==> src/rtl/crc_block_ctrl.sv <==
// Block sequencer for the copy-DMA CRC datapath: captures one multi-word block,
// folds it into a running CRC-32 (MPEG-2 form) one word per cycle, reports done.
module crc_block_ctrl #(
    parameter int unsigned NUM_WORDS = 8,
    parameter logic [31:0]  CRC_POLY  = 32'h04C11DB7,
    parameter logic [31:0]  CRC_INIT  = 32'hFFFFFFFF
) (
    input  logic                             clk_i,
    input  logic                             reset_n_i,
    input  logic                             start_i,
    input  logic                             first_i,
    input  logic                             last_i,
    input  logic [$clog2(NUM_WORDS+1)-1:0]   word_cnt_i,
    input  logic [NUM_WORDS*32-1:0]          data_i,
    input  logic                             abort_i,
    output logic                             busy_o,
    output logic                             done_o,
    output logic [31:0]                      crc_o,
    output logic                             crc_valid_o
);

    localparam int unsigned CNT_W  = $clog2(NUM_WORDS + 1);
    localparam int unsigned IDX_W  = (NUM_WORDS > 1) ? $clog2(NUM_WORDS) : 1;
    localparam int unsigned WORD_W = 32;

    typedef enum logic [1:0] {
        S_IDLE = 2'd0,
        S_RUN  = 2'd1,
        S_DONE = 2'd2
    } state_t;

    state_t              state_q;
    logic [WORD_W-1:0]   buf_q [NUM_WORDS];
    logic [IDX_W-1:0]    idx_q;
    logic [CNT_W-1:0]    cnt_q;
    logic                last_q;

    logic [CNT_W-1:0]    cnt_sat_c;
    logic [WORD_W-1:0]   crc_next_c;
    logic                last_word_c;

    // One full 32-bit word folded into the CRC in a single combinational step.
    function automatic logic [31:0] crc_step(input logic [31:0] c, input logic [31:0] d);
        logic [31:0] r;
        r = c ^ d;
        for (int unsigned i = 0; i < 32; i++) begin
            r = r[31] ? ((r << 1) ^ CRC_POLY) : (r << 1);
        end
        return r;
    endfunction

    assign cnt_sat_c   = (word_cnt_i > CNT_W'(NUM_WORDS)) ? CNT_W'(NUM_WORDS) : word_cnt_i;
    assign crc_next_c  = crc_step(crc_o, buf_q[idx_q]);
    assign last_word_c = (idx_q == IDX_W'(cnt_q - CNT_W'(1)));

    always_ff @(posedge clk_i or negedge reset_n_i) begin
        if (!reset_n_i) begin
            state_q     <= S_IDLE;
            busy_o      <= 1'b0;
            done_o      <= 1'b0;
            crc_o       <= '0;
            crc_valid_o <= 1'b0;
            idx_q       <= '0;
            cnt_q       <= '0;
            last_q      <= 1'b0;
            for (int unsigned i = 0; i < NUM_WORDS; i++) begin
                buf_q[i] <= '0;
            end
        end else begin
            done_o <= 1'b0;
            // Abort wins over a same-cycle start and over completion.
            if (abort_i) begin
                state_q     <= S_IDLE;
                busy_o      <= 1'b0;
                crc_o       <= CRC_INIT;
                crc_valid_o <= 1'b0;
                idx_q       <= '0;
            end else begin
                case (state_q)
                    S_IDLE: begin
                        if (start_i) begin
                            for (int unsigned i = 0; i < NUM_WORDS; i++) begin
                                buf_q[i] <= data_i[i*WORD_W +: WORD_W];
                            end
                            cnt_q  <= cnt_sat_c;
                            last_q <= last_i;
                            idx_q  <= '0;
                            if (first_i) begin
                                crc_o <= CRC_INIT;
                            end
                            if (cnt_sat_c == '0) begin
                                state_q     <= S_DONE;
                                done_o      <= 1'b1;
                                crc_valid_o <= last_i;
                            end else begin
                                state_q     <= S_RUN;
                                busy_o      <= 1'b1;
                                crc_valid_o <= 1'b0;
                            end
                        end
                    end
                    S_RUN: begin
                        crc_o <= crc_next_c;
                        idx_q <= idx_q + IDX_W'(1);
                        if (last_word_c) begin
                            state_q     <= S_DONE;
                            busy_o      <= 1'b0;
                            done_o      <= 1'b1;
                            crc_valid_o <= last_q;
                        end
                    end
                    S_DONE: begin
                        state_q <= S_IDLE;
                    end
                    default: begin
                        state_q <= S_IDLE;
                        busy_o  <= 1'b0;
                    end
                endcase
            end
        end
    end

endmodule

==> config.mk <==
export PLATFORM = sky130hd
export DESIGN_NAME = crc_block_ctrl
export DESIGN_NICKNAME = d
export VERILOG_FILES = /design/src/rtl/crc_block_ctrl.sv
export SDC_FILE = /design/constraint.sdc
export NUM_CORES = 1
export LEC_CHECK = 0
export BUFFER_PORTS_ARGS = -buffer_cell sky130_fd_sc_hd__clkbuf_2
export CORE_UTILIZATION = 30
export DETAILED_ROUTE_END_ITERATION = 8
export SETUP_SLACK_MARGIN = 0.1
export SYNTH_ARGS = -nofsm -noshare
export SYNTH_HDL_FRONTEND = slang
export SYNTH_SLANG_ARGS = --single-unit
==> constraint.sdc <==
create_clock -name clk_i -period 4.9 [get_ports clk_i]
set_clock_uncertainty 0.1 [all_clocks]
set_input_delay 0.49 -clock clk_i [delete_from_list [all_inputs] [get_ports clk_i]]
set_output_delay 0.49 -clock clk_i [all_outputs]
set_load 0.01 [all_outputs]
==> out/metrics.yaml <==
setup_viol: 0
finalWirelength_mm: 55.6
grt_first_pass_wirelength_mm: 82.2
drt_iter0_drc: 760
synth_nets: 1952
io_pins: 301
die_height_um: 238
startpoint: "idx_q[1]$_DFFE_PN0P_"
yosysUniqueCellTypes: 51
yosys.area.top_type: "dfrtp_1"
start_kind: "flop"
r2r_start: "idx_q[1]$_DFFE_PN0P_"
gp_congestion: 0.932
worst_pin_slew_ns: 1.38
layout_commonest_cell: "nand2_1"
fillers: 5609
yosysSeqAreaShare_pct: 44.9
period_share_pct: 95.9
grtUsageTotal_pct: 19.7
period_minus_slack_ns: 4.70
synth-seq-cells: 300
status: "finished, final reports clean"
path_clk_slew_ns: 0.06
nets: 2345
grt_antenna_before_repair: 5
synth_top_area_share_pct: 44.9
first_global_vias: 13500
rows: 86
synth.avg_cell_area_um2: 9.93
core_area_mm2: 0.0551
hp-start: "data_i[137]"
grt_max_degree: 149
drc: 0
worst-setup-path-type: "reg2reg"
first_pass_iters: 5
cp-end-kind: "flop"
relSlewSlack_pct: 8.19
fmax_ghz: 0.213
numCtsBuffers: 36
postSynthCellCount: 1684
rsz0062_at_grt: "yes"
cp.required_ns: 5.16
h-tree-depth: 2
hold_viol_final: 0
synth_area_mm2: 0.0167
r2r_slack_ns: 0.20
vias_per_cell: 4.57
post-route-util_pct: 39.1
grt_overflow: 0
drv_cap: 0
drv_slew: 0
area_growth_pct: 28.8
num_vias: 13000
die_width_um: 238
arrival_ns: 4.96
tritoncts: "yes"
dp_hpwl_mm: 43.0
final_cell_mix: "nand2_1 (780), clkbuf_2 (299), dfrtp_1 (297)"
clockBufferDepth: 3
drtAntennaViolNets: 0
insertion_delay_ns: 0.56
synth.area.top_cells: "dfrtp_1 (45%), nand2_1 (18%), xnor2_1 (7.3%), xnor3_1 (5.0%), mux4_2 (4.9%)"
path_max_fanout: 11
die_area_mm2: 0.0567
fin_setup_tns_ns: 0
yosysWarnings: 0
drive_above_1_share_pct: 28.6
initial_utilization_pct: 30.3
root_buffer: "clkbuf_16"
timing.rr.end: "crc_o[6]$_DFFE_PN0P_"
worstRegToRegCells: 14
endpoint: "crc_o[6]$_DFFE_PN0P_"
worstHoldPathType: "in2reg"
routedWlPerCell_um: 19.5
numPortBuffers: 300
clkSinkCount: 300
routing by layer:
layer | GRT usage (%) | part of all wire (%)
met2 | 32.9 | 48
met1 | 25.2 | 42
met3 | 3.73 | 6.4
met5 | 0 | 0.045
met4 | 8.00 | 3.7
final cells by class:
cell class / instances / area, µm² / area share [%]
antenna: 2 / 5.00 / 0.0232
clock buffer: 49 / 1030 / 4.79
clock inverter: 13 / 273 / 1.27
inverter: 3 / 11.3 / 0.0523
multi-input combinational: 1295 / 8960 / 41.6
sequential: 300 / 7520 / 34.9
tap: 748 / 936 / 4.35
timing repair buffer: 441 / 2800 / 13.0
worst min path at each step:
| stage | to | slack [ns] | cells past startpoint |
|---|---|---|---|
| 2_1_floorplan | buf_q[0]$_DFFE_PN0P_ | 0.09 | 0 |
| 3_3_place_gp | buf_q[38]$_DFFE_PN0P_ | 0.35 | 2 |
| 3_5_place_dp | buf_q[176]$_DFFE_PN0P_ | 0.36 | 2 |
| 4_1_cts | buf_q[233]$_DFFE_PN0P_ | 0.0003 | 3 |
| 5_1_grt | buf_q[41]$_DFFE_PN0P_ | 0.01 | 3 |
| 6_report | buf_q[105]$_DFFE_PN0P_ | 0.02 | 3 |
Yosys cell counts (all sizes together):
cell     number
a211oi        3
a21oi        31
a221o         1
a221oi       12
a22o          3
and2          2
and2b         1
buf          28
clkbuf       58
dfrtp       300
ha            2
inv           3
mux2         27
mux2i        46
mux4         36
nand2       782
nand2b        2
nand3b        3
nor2         38
nor2b         3
nor3          1
nor4          1
o21ai         9
o22a          4
o22ai        14
o2bb2ai       1
xnor2       167
xnor3        47
xor2         56
xor3          3
flip-flops by register name (all words and copies together) (netlist names):
| signal | flops |
|---|---|
| last_q | 1 |
| cnt_q | 3 |
| done_o | 1 |
| idx_q | 3 |
| buf_q | 256 |
| busy_o | 1 |
| state_q | 2 |
| crc_valid_o | 1 |
| crc_o | 32 |
critical path, cell delays in order, from the launching register on:
cell and delay (ns):
dfrtp_4 0.56, nand2b_2 0.29, o22ai_1 0.41, buf_4 0.19
a221oi_2 0.04, xnor2_2 0.30, buf_4 0.21, xnor2_2 0.15
xnor3_2 0.46, xnor3_2 0.45, xnor3_2 0.46, xnor3_2 0.45
buf_4 0.17, xnor2_1 0.16, a21oi_1 0.09
stage by stage:
step | hold WS (ns) | setup WS, ns | area (µm²) | instances
after floorplan | 0.0944 | 0.357 | 16700 | 1684
final | 0.0176 | 0.203 | 21500 | 2851
after global placement | 0.352 | -0.0904 | 19600 | 2748
after global routing | 0.0120 | 0.0431 | 21500 | 2851
after CTS | 0.000297 | 0.119 | 21300 | 2843
after detailed placement | 0.358 | -0.122 | 19600 | 2748
kinds of logic after synthesis:
kind of cell,Yosys count,share of synthesized area (%)
xor gates and xnor gates,273,20.5
and+or+nand+nor,833,19.0
adders and majority gates,2,0.150
AOI/OAI and AO/OA,78,3.36
DFF,300,44.9
buffers and inverters,89,2.63
muxes,109,9.45
timing repair:
| item | in CTS | in global routing |
|---|---|---|
| hold buffers | 28 | 0 |
| endpoints found under the setup margin | 20 | 18 |
| buffers inserted | 5 | 6 |
| gates resized for setup | 9 | 21 |
| hold endpoints to repair | 145 | 0 |
| pin swaps | 3 | 5 |
Power is left out: the tool's default activity adds up to more than one toggle a clock period on the data nets, which glitch-free logic cannot reach.
